<file path="src/rtl/fetch_queue_pkg.sv">
// Shared types and default sizing for the fetch-to-decode instruction queue.
package fetch_queue_pkg;

    localparam int FQ_DEPTH = 4;
    localparam int XLEN     = 32;

    typedef struct packed {
        logic [XLEN-1:0] instr;
        logic [XLEN-1:0] pc;
        logic [XLEN-1:0] pc_4;
    } fetch_pkt_t;

endpackage

</file>
<file path="src/rtl/fetch_queue.sv">
// In-order ring buffer between fetch and decode; a mispredict empties it and
// drops the packet offered in the same cycle.
module fetch_queue
    import fetch_queue_pkg::*;
#(
    parameter int DEPTH = FQ_DEPTH,
    parameter int XLEN  = fetch_queue_pkg::XLEN
) (
    input  logic                       clk,
    input  logic                       reset,
    input  logic                       mispredict,
    input  logic                       valid_in,
    input  logic [XLEN-1:0]            instr_in,
    input  logic [XLEN-1:0]            pc_in,
    input  logic [XLEN-1:0]            pc_4_in,
    output logic                       ready_out,
    output logic                       valid_out,
    output logic [XLEN-1:0]            instr_out,
    output logic [XLEN-1:0]            pc_out,
    output logic [XLEN-1:0]            pc_4_out,
    input  logic                       ready_in,
    output logic [$clog2(DEPTH+1)-1:0] count
);

    localparam int PW = $clog2(DEPTH);
    localparam int CW = $clog2(DEPTH+1);

    fetch_pkt_t      mem [DEPTH];
    fetch_pkt_t      pkt_in;
    fetch_pkt_t      pkt_head;
    logic [PW-1:0]   head;
    logic [PW-1:0]   tail;
    logic            push;
    logic            pop;

    assign pkt_in = '{instr: instr_in, pc: pc_in, pc_4: pc_4_in};

    // ready_out looks only at registered occupancy so fetch never sees a
    // combinational path from decode's ready_in.
    assign ready_out = (count != CW'(DEPTH));
    assign valid_out = (count != '0) && !mispredict;
    assign push      = valid_in && ready_out && !mispredict;
    assign pop       = valid_out && ready_in;

    assign pkt_head  = mem[head];
    assign instr_out = pkt_head.instr;
    assign pc_out    = pkt_head.pc;
    assign pc_4_out  = pkt_head.pc_4;

    always_ff @(posedge clk) begin
        if (reset) begin
            head  <= '0;
            tail  <= '0;
            count <= '0;
            for (int i = 0; i < DEPTH; i++) mem[i] <= '0;
        end else if (mispredict) begin
            // Contents are left stale; pointers alone define what is live.
            head  <= '0;
            tail  <= '0;
            count <= '0;
        end else begin
            if (push) begin
                mem[tail] <= pkt_in;
                tail      <= tail + PW'(1);
            end
            if (pop) head <= head + PW'(1);
            if (push && !pop)      count <= count + CW'(1);
            else if (pop && !push) count <= count - CW'(1);
        end
    end

endmodule

</file>
<file path="config.mk">
export PLATFORM = sky130hd
export DESIGN_NAME = fetch_queue
export DESIGN_NICKNAME = d
export VERILOG_FILES = /design/src/rtl/fetch_queue_pkg.sv /design/src/rtl/fetch_queue.sv
export SDC_FILE = /design/constraint.sdc
export NUM_CORES = 1
export LEC_CHECK = 0
export CORE_MARGIN = 8
export CORE_UTILIZATION = 35
export CTS_CLUSTER_DIAMETER = 120
export CTS_CLUSTER_SIZE = 20
export DETAILED_ROUTE_END_ITERATION = 8
export MAX_ROUTING_LAYER = met4
export PLACE_DENSITY = 0.55
export SYNTH_ARGS = -nofsm -noshare
export SYNTH_HDL_FRONTEND = slang
export SYNTH_SLANG_ARGS = --single-unit
</file>
<file path="constraint.sdc">
create_clock -name clk -period 8.7 [get_ports clk]
set_clock_uncertainty 0.05 [all_clocks]
set_input_delay 1.74 -clock clk [delete_from_list [all_inputs] [get_ports clk]]
set_output_delay 1.74 -clock clk [all_outputs]
set_load 0.005 [all_outputs]
</file>
# == Yosys cells after proc, flatten, opt, wreduce, memory -nomap -nowiden ==
# Memories as Yosys holds them, arrays and structs flattened. A register that Yosys moved wholly into a read port is not among the register bits.
# Cells that the tools add are included.
# classes
n_eq_ne,1
addsub,4
mux,13
n_reduce_logical,13
# op_table
cell,count
$mux 96,1
$reduce_or 96->1,1
$mux 1,7
$logic_and 1x1->1,6
$mux 2,3
$mux 3,2
$add 2x1->2 const B,2
$add 3x1->3 const B,1
$logic_not 1->1,3
$ne 3x3->1 const B,1
$reduce_bool 3->1,1
$sub 3x1->3 const B,1
$reduce_bool 2->1,1
$reduce_or 2->1,1
# totals
memories,1
out_inout_bits,101
ram_bits,384
input_bits,101
wordCells,35
register_bits,7
# mem_list
name,words,width,read_ports,rd_clocked_by_memory_dff,write_ports,line_no,source
mem,4,96,1,1,4,fetch_queue.sv:28,fetch_pkt_t mem [DEPTH];

# == Longest topological paths before layout ==
# Gate-level depths: netlist (run 1).
# depth
word_depth,9
ltp_mapped,9
ltp_nobuf,8

# == Least setup slack after synthesis (run 1) ==
# No wires, ideal clock.
# synth_timing
path_kind,input port to flip-flop
from,input mispredict
to,"memory mem[0][0] (netlist bit), enable pin"
stages,4
setup_ns,0.453
t_required_ns,8.197
arrival_ns,4.320
setup_slack_ns,3.877
path_buffers,1
cell_sequence,buf_2 nand2b_4 nor2_1 a21o_1
# synth_rtl
item,line_no,source
"start, declared",fetch_queue.sv:11,"input logic mispredict,"
"end, declared",fetch_queue.sv:28,

==> results.cfg, run 1 <==
[critical_path]
rr_endpoint = mem[0][59]
crit_type = reg2out
reg2reg_from = tail[0]
crit_path_end = pc_out[16]
worstRegToRegCells = 3
endpoint_kind = output pin
rrSetupSlack_ns = 5.50
cp.arrival_ns = 3.18
crit_path_max_fo = 42
critical_path.startpoint_type = flip-flop
required_ns = 6.91

[clocking]
cts-root-to-sink-buffers = 3
number_of_buffers_created_by_cts = 23
clock_tree_from_tritoncts = built
cts.reportedPaths.clkPinSlew_ns = 0.09
clk-insertion-delay-late_ns = 0.55
clock_tree.root_cell = clkbuf_16
cts.htree.levels = 1
cts.repair.resized = 0
cts_num_sinks = 393
postCtsHoldBufs = 0
cts_setup_buffers = 0

[synthesis]
netlist_instances = 1011
fraction_of_post_synthesis_cell_area_in_the_top_cell_type_by_area_pct = 67.7
synth.area.top_cells = edfxtp_1 (68%), mux4_2 (13%), and3_1 (9.7%), and2_1 (3.5%), dfxtp_1 (1.1%)
yosys.cell_types.count = 34
synth_top_area_cell = edfxtp_1
synth.net_count = 1114
yosys_most_used_dff = edfxtp_1
total_of_flip_flops_plus_latches_after_synthesis = 393
synthesis.area_per_instance_um2 = 16.9
synth.most_common_cell = edfxtp_1
synth_enable_flop_cells = 384
ys_warn_count = 0
async_reset_ff_share_pct = 0
ys_seq_area_share_pct = 68.7
synth_top_cells_by_count = edfxtp_1 (384), and3_1 (265), and2_1 (96), mux4_2 (96), clkbuf_1 (41)
post_synth_instance_area_mm2 = 0.0170

[placed_design]
placement.io_buffers = 201
gp_congestion = 0.699
hpwl_dp_mm = 23.3

[run_status]
status = finished clean

[timing]
hold_ws_ns = 0.483
worst-slew-pin-transition_ns = 1.15
slew_viol_final = 0
setup_violation_total_in_the_final_timing_report = 0
fin_setup_tns_ns = 0
timing.max_slew.rel_slack_pct = 23.2
grt_setup_unrepaired = false
min_period_ns = 4.97
report.final.hold_viol_count = 0
fin_crit_sh_pct = 57.1
max_freq_ghz = 0.201

[power]
sw_pwr_w = 0.000794
powerDensity_mw_per_mm2 = 179
comb_power_share_pct = 9.3
power.static_leakage_nw = 7.86
switching_share_pct = 21.9
cellInternalPower_w = 0.00283
sequential_fraction_of_design_power_pct = 60.4
pwr-share-clk_pct = 30.3
vdd.ir_drop.worst_mv = 0.0998

[cells_and_area]
layout-drive-gt1-share_pct = 14.7
area_growth_syn_to_layout_pct = 18.5
fillerInstances = 4346
layout.nets = 1257

[die]
core_mm2 = 0.0485
starting_density_of_the_core_pct = 35.1
num_rows = 81
dieHeight_um = 237
die_area_mm2 = 0.0560
ioPinCount = 202
fp.dieW_um = 237

[hold_path]
holdCritStartpoint = head[0]
hold_path.class = reg2reg

[routing]
wl_per_cell_um = 23.3
vias_per_cell = 5.20
routed_wl_mm = 41.6
drt_first_iter_violations = 596
antenna_left = 0
remaining_drc_errors = 0
drt-pass1-iter-count = 4
routed-via-count = 9301

[global_routing]
largest_net_degree_at_the_start_of_global_routing = 144
grt_pass1_wl_mm = 63.9
grt_pass1_vias = 10014
grt_overflow = 0
grt_total_usage_pct = 15.0
grt_antenna_before_repair = 2

[run]
max-cap-violations = 0
-- final cells by class --
class                           count  area (um^2)  area share (%)
Antenna cell                        2         5.00          0.0248
Inverter                            2         7.51          0.0372
Timing Repair Buffer              215         2120            10.5
Tap cell                          622          778            3.85
Clock buffer                       32          609            3.02
Clock inverter                      2         17.5          0.0868
Multi-Input combinational cell    519         4940            24.5
Sequential cell                   393        11700            58.0
-- power by group through the flow --
stage / Combinational [W] / Clock, W / Sequential (W)
finish: 0.000337 / 0.00110 / 0.00219
global route: 0.000363 / 0.00119 / 0.00220
CTS: 0.000347 / 0.00114 / 0.00219
detailed placement: 0.000346 / 0 / 0.00223
global placement: 0.000344 / 0 / 0.00223
floorplan: 0.000148 / 0 / 0.00223
-- critical path: stages (launching register included) --
cell	delay, ns
dfxtp_4	0.65
buf_4	0.80
mux4_2	0.65
clkdlybuf4s50_1	0.49
-- worst min-delay path by stage --
stage / endpoint / slack [ns] / cells past startpoint
finish: flip-flop / 0.48 / 2
global route: flip-flop / 0.54 / 2
CTS: flip-flop / 0.48 / 2
detailed placement: flip-flop / 0.46 / 2
global placement: flip-flop / 0.48 / 2
floorplan: tail[1] / 0.41 / 2
-- registers in the layout, indices dropped and copies added (netlist names), named ones only --
register,count
count,3
mem,384
head,2
tail,2
-- metrics by stage --
stage               worst slack (ns)  util [%]  cells  area (um^2)  power, W
finish                          3.73      41.6   1787        20200   0.00362
global route                    3.46      41.6   1787        20200   0.00376
CTS                             3.56      41.6   1785        20200   0.00368
detailed placement              3.69      40.3   1751        19600   0.00258
global placement                3.75      40.3   1751        19600   0.00258
floorplan                       3.88         -   1011        17000   0.00238
-- cell usage in the layout (no fill, tap or decap), types with 2 or more instances in the layout --
master and instances:
edfxtp_1 384, and3_1 265, clkdlybuf4s50_1 201, mux4_2 96, and2_1 96, and3_2 23
clkbuf_16 23, buf_4 14, clkbuf_1 9, dfxtp_1 7, a21o_4 4, nor3_1 4
nand2_1 4, nor2_1 3, xor2_1 3, diode_2 2, inv_1 2, nor2b_4 2
or3_1 2, mux2i_1 2, dfxtp_4 2, inv_6 2
-- logic make-up after synthesis --
kind of cell | count (synthesis) | synth area share, %
AO/OA/AOI/OAI | 10 | 0.441
AND/OR/NAND/NOR | 406 | 15.1
adder cells (fa/ha/maj) | 2 | 0.191
XOR/XNOR | 3 | 0.154
flip-flops | 393 | 68.7
multiplexers | 98 | 12.8
buffers and inverters | 99 | 2.59
-- metal layers --
| layer | GRT usage, % | share of wire (%) | vias to the layer above | routed length [um] |
|---|---|---|---|---|
| li1 | - | - | 4241 | - |
| met1 | 19.1 | 44 | 4847 | 18100 |
| met2 | 25.5 | 51 | 175 | 21100 |
| met3 | 2.33 | 3.9 | 38 | 1620 |
| met4 | 2.81 | 1.7 | 0 | 715 |
| met5 | - | 0 | - | 0 |
(Power assumes the default switching activity.)
==> inputs of run 2 (changes only) <==
Clock period 8.7 ns to 5 ns, I/O delays scaled along.
==> run 2 against run 1 <==
  * Worst setup slack lost 2.6 ns
  * Die area unchanged
  * Total power grew 75%
  * Largest cell class unchanged
  * Clock-buffer cell count stayed put
  * Clock power is 75% higher
  * Worst hold slack worse by 0.014 ns
==> results.cfg, run 2 (synthesis results as in run 1) <==
[cells_and_area]
layout.cells.most_common = edfxtp_1
mostFrequentLayoutCells = edfxtp_1 (384), and3_1 (265), clkdlybuf4s50_1 (201), mux4_2 (96), and2_1 (96)
fillerInstances = 4325
layout-drive-gt1-share_pct = 15.4
area_growth_syn_to_layout_pct = 19.5
register_area_mm2 = 0.0117
largest-register = mem
reg.largest.list = mem x384, count x3
largest_register_ff_count = 384
postLayoutCoreUtil_pct = 41.9
layout.nets = 1266
area_of_the_multi_input_gates_mm2 = 0.00494

[global_routing]
grt_overflow = 0
largest_net_degree_at_the_start_of_global_routing = 193
grt_total_usage_pct = 15.1
grt_pass1_vias = 9846
grt_pass1_wl_mm = 63.6
grt_antenna_before_repair = 5

[timing]
timing.max_slew.rel_slack_pct = 25.0
slew_viol_final = 0
grt_setup_unrepaired = false
setup_violation_total_in_the_final_timing_report = 0
fin_crit_sh_pct = 78.0
report.final.hold_viol_count = 0
min_period_ns = 3.90
worst-slew-pin-transition_ns = 1.13
fin_setup_tns_ns = 0
max_freq_ghz = 0.256

[routing]
vias_per_cell = 5.13
remaining_drc_errors = 0
wl_per_cell_um = 23.4
antenna_left = 0
drt-pass1-iter-count = 5
routed-via-count = 9236
routed_wl_mm = 42.1
drt_first_iter_violations = 673

[power]
sequential_fraction_of_design_power_pct = 60.2
switching_share_pct = 22.1
vdd.ir_drop.worst_mv = 0.182
pwr-share-clk_pct = 30.4
comb_power_share_pct = 9.5
powerDensity_mw_per_mm2 = 311
cellInternalPower_w = 0.00493
power.static_leakage_nw = 7.93
sw_pwr_w = 0.00140

[clocking]
cts_setup_buffers = 0
clk-insertion-delay-late_ns = 0.56
cts_num_sinks = 393
cts.reportedPaths.clkPinSlew_ns = 0.09
clock_tree.root_cell = clkbuf_16
cts-root-to-sink-buffers = 3
cts.htree.levels = 1
clock_tree_from_tritoncts = built
cts.repair.resized = 0
postCtsHoldBufs = 0
number_of_buffers_created_by_cts = 23

[critical_path]
worstRegToRegCells = 4
critical-path-slowest-cell = dfxtp_4
rrSetupSlack_ns = 2.46
endpoint_kind = output pin
rr_endpoint = mem[2][23]
required_ns = 3.95
cp.arrival_ns = 2.85
reg2reg_from = count[0]
critical_path.startpoint_type = flip-flop
crit_type = reg2out
crit_path_max_fo = 54
cp_cell_sequence = buf_12, mux4_2, clkdlybuf4s50_1
critical_path.max_stage_delay_ns = 0.66

[placed_design]
hpwl_dp_mm = 24.1
gp_congestion = 0.724
placement.io_buffers = 201

[run]
max-cap-violations = 0

[die]
dieHeight_um = 237
num_rows = 81
die_area_mm2 = 0.0560
core_mm2 = 0.0485
fp.dieW_um = 237
starting_density_of_the_core_pct = 35.1
ioPinCount = 202

[run_status]
status = finished clean

[hold_path]
min_to = head[0]
hold_path.class = reg2reg
holdCritStartpoint = head[0]
min_path_cells = 2
## run 2: worst max-delay path by stage
| stage | to | slack, ns |
|---|---|---|
| after CTS | pc_out[16] | 0.97 |
| after global routing | pc_4_out[15] | 0.90 |
| after floorplan | mem[0][0] | 0.92 |
| final | pc_out[16] | 1.10 |
| after global placement | count[2] | 1.35 |
| after detailed placement | mem[2][40] | 1.30 |
## run 2: critical path, delay by kind of cell, from the launching register on
family                 cells  cell delay, ns
buffers and inverters      2            0.94
DFF                        1            0.66
muxes                      1            0.62
## run 2: final cells by class
type	instances	share of cell area, %
sequential	393	57.6
multi-input combinational	519	24.3
timing repair buffer	224	11.2
tap	622	3.82
clock buffer	32	2.99
clock inverter	2	0.0861
antenna	5	0.0615
inverter	2	0.0369
## run 2: power groups by stage
stage          clock, W  combinational [W]  sequential, W
6_report        0.00192           0.000599        0.00381
5_1_grt         0.00207           0.000646        0.00383
4_1_cts         0.00198           0.000618        0.00381
3_5_place_dp          0           0.000615        0.00389
3_3_place_gp          0           0.000615        0.00388
2_1_floorplan         0           0.000258        0.00388
## run 2: stage by stage
step           area [um^2]  hold WS [ns]  setup slack (ns)  power [W]  instances
3_3_place_gp         19700         0.459              1.35    0.00450       1760
2_1_floorplan        17000         0.414             0.917    0.00413       1011
4_1_cts              20300         0.472             0.968    0.00641       1794
3_5_place_dp         19700         0.460              1.30    0.00450       1760
5_1_grt              20400         0.489             0.902    0.00654       1799
6_report             20400         0.469              1.10    0.00633       1799
## run 2: metal layers
metal,global-route usage [%],wire length [um],vias to the layer above
met4,3.00,531,0
met5,-,0,-
met1,19.3,18400,4776
met3,2.46,1700,33
met2,25.4,21500,163
li1,-,-,4264
==> inputs of run 3 (changes only) <==
Clock period 5 ns to 3.6 ns, I/O delays scaled along.
==> run 3 against run 2 <==
  * Critical path depth unchanged
  * Clock power grew 41%
  * Register-to-register slack worse by 1.1 ns
  * Die area unchanged
  * Total power rose by 39%
  * Flip-flop and latch count is the same
  * Via count increased by 0.37%
  * Global-route usage down 0.23 points
  * Wire length decreased by 2.1%
  * Non-clock buffer count is 2 higher
  * Worst setup slack lost 0.86 ns
==> results.cfg, run 3 (synthesis results as in run 1) <==
[run_status]
status = finished clean

[critical_path]
critical-path-slowest-cell = mux4_2
endpoint_kind = output pin
crit_path_max_fo = 39
critical_path.startpoint_type = flip-flop
crit_type = reg2out
required_ns = 2.83
cp.arrival_ns = 2.59
cp_cell_sequence = buf_12, mux4_2, clkdlybuf4s50_1
critical_path.max_stage_delay_ns = 0.60

[routing]
routed_wl_mm = 41.2
met1_length_mm = 18.2
remaining_drc_errors = 0
dr_wl_met2_mm = 20.9
vias_per_cell = 5.14
routed-wl-met3_mm = 1.52
top_signal_layer_used = met4
wl_per_cell_um = 22.8
routed-via-count = 9270
drt-pass1-iter-count = 5
antenna_left = 0
drt_first_iter_violations = 630

[global_routing]
grt_antenna_before_repair = 1
grt_pass1_wl_mm = 62.3
grt_overflow = 0
grt_total_usage_pct = 14.8
largest_net_degree_at_the_start_of_global_routing = 128
grt_pass1_vias = 9871

[power]
vdd.ir_drop.worst_mv = 0.322
power.static_leakage_nw = 7.98
finalPower_w = 0.00882
powerDensity_mw_per_mm2 = 431

[die]
fp.dieW_um = 237
num_rows = 81
dieHeight_um = 237
starting_density_of_the_core_pct = 35.1
ioPinCount = 202
die_area_mm2 = 0.0560
core_mm2 = 0.0485

[timing]
fin_setup_tns_ns = 0
setup_violation_total_in_the_final_timing_report = 0
min_period_ns = 3.36
max_freq_ghz = 0.297
hold_ws_ns = 0.473
timing.max_slew.rel_slack_pct = 52.0
fin_crit_sh_pct = 93.4
worst-slew-pin-transition_ns = 0.720
slew_viol_final = 0
grt_setup_unrepaired = false
report.final.hold_viol_count = 0

[hold_path]
hold_path.class = reg2reg

[clocking]
cts_setup_buffers = 0
clk-insertion-delay-late_ns = 0.55
clock_tree_from_tritoncts = built
clock_tree.root_cell = clkbuf_16
cts_num_sinks = 393
cts.reportedPaths.clkPinSlew_ns = 0.09
postCtsHoldBufs = 0
cts-root-to-sink-buffers = 3
number_of_buffers_created_by_cts = 23
cts.htree.levels = 1
cts.repair.resized = 0

[placed_design]
placed_standard_cell_area_mm2 = 0.0198
gp_congestion = 0.740
placement.io_buffers = 201
hpwl_dp_mm = 23.1

[run]
max-cap-violations = 0

[cells_and_area]
layout.cells.most_common = edfxtp_1
layout.nets = 1268
largest_register_ff_count = 384
mostFrequentLayoutCells = edfxtp_1 (384), and3_1 (265), clkdlybuf4s50_1 (201), mux4_2 (96), and2_1 (96)
area_growth_syn_to_layout_pct = 20.3
final_design_area_no_fill_mm2 = 0.0205
postLayoutCoreUtil_pct = 42.2
reg.largest.list = mem x384, count x3
largest-register = mem
layout-drive-gt1-share_pct = 15.4
-- run 3: changes by cell type in the layout (fill, tap and decap cells not counted) --
| cell | delta |
|---|---|
| clkbuf_1 | +8 |
| diode_2 | -4 |
| buf_12 | +8 |
| buf_4 | -6 |
-- run 3: metrics by stage --
| stage | cells | setup slack, ns |
|---|---|---|
| 2_1_floorplan | 1011 | 0.626 |
| 3_3_place_gp | 1762 | 0.592 |
| 3_5_place_dp | 1762 | 0.516 |
| 4_1_cts | 1804 | 0.148 |
| 5_1_grt | 1805 | 0.104 |
| 6_report | 1805 | 0.236 |
-- run 3: routing by layer --
layer | global-route usage [%] | up-vias
li1 | - | 4279
met3 | 1.99 | 34
met1 | 19.1 | 4801
met4 | 3.09 | 0
met2 | 25.0 | 156
met5 | - | -
-- run 3: path summary, 6_finish.rpt --
path	startpoint	endpoint	slack, ns	cells past startpoint
setup / recovery	flip-flop	pc_4_out[12]	0.24	3
hold reg to reg	head[0]	head[0]	0.47	2
setup reg to reg	count[0]	count[2]	1.34	8
hold / removal	head[0]	head[0]	0.47	2
-- run 3: cell type report --
class	count	area, um^2
antenna	1	2.50
clock buffer	40	639
clock inverter	2	17.5
fill	4373	28100
inverter	2	7.51
multi-input combinational	519	4940
sequential	393	11700
tap	622	778
timing repair buffer	226	2390
-- run 3: where the power goes --
part	total, W	leakage (nW)	internal, W	switching [W]
logic	0.000838	3.59	0.000438	0.000400
registers	0.00528	4.08	0.00523	0.0000570
clock network	0.00270	0.313	0.00122	0.00148
-- run 3: worst max-delay path: cells and delay by family, from the launching register on --
family	cells	cell delay, ns
buf+inv	2	0.83
mux	1	0.60
flops	1	0.55
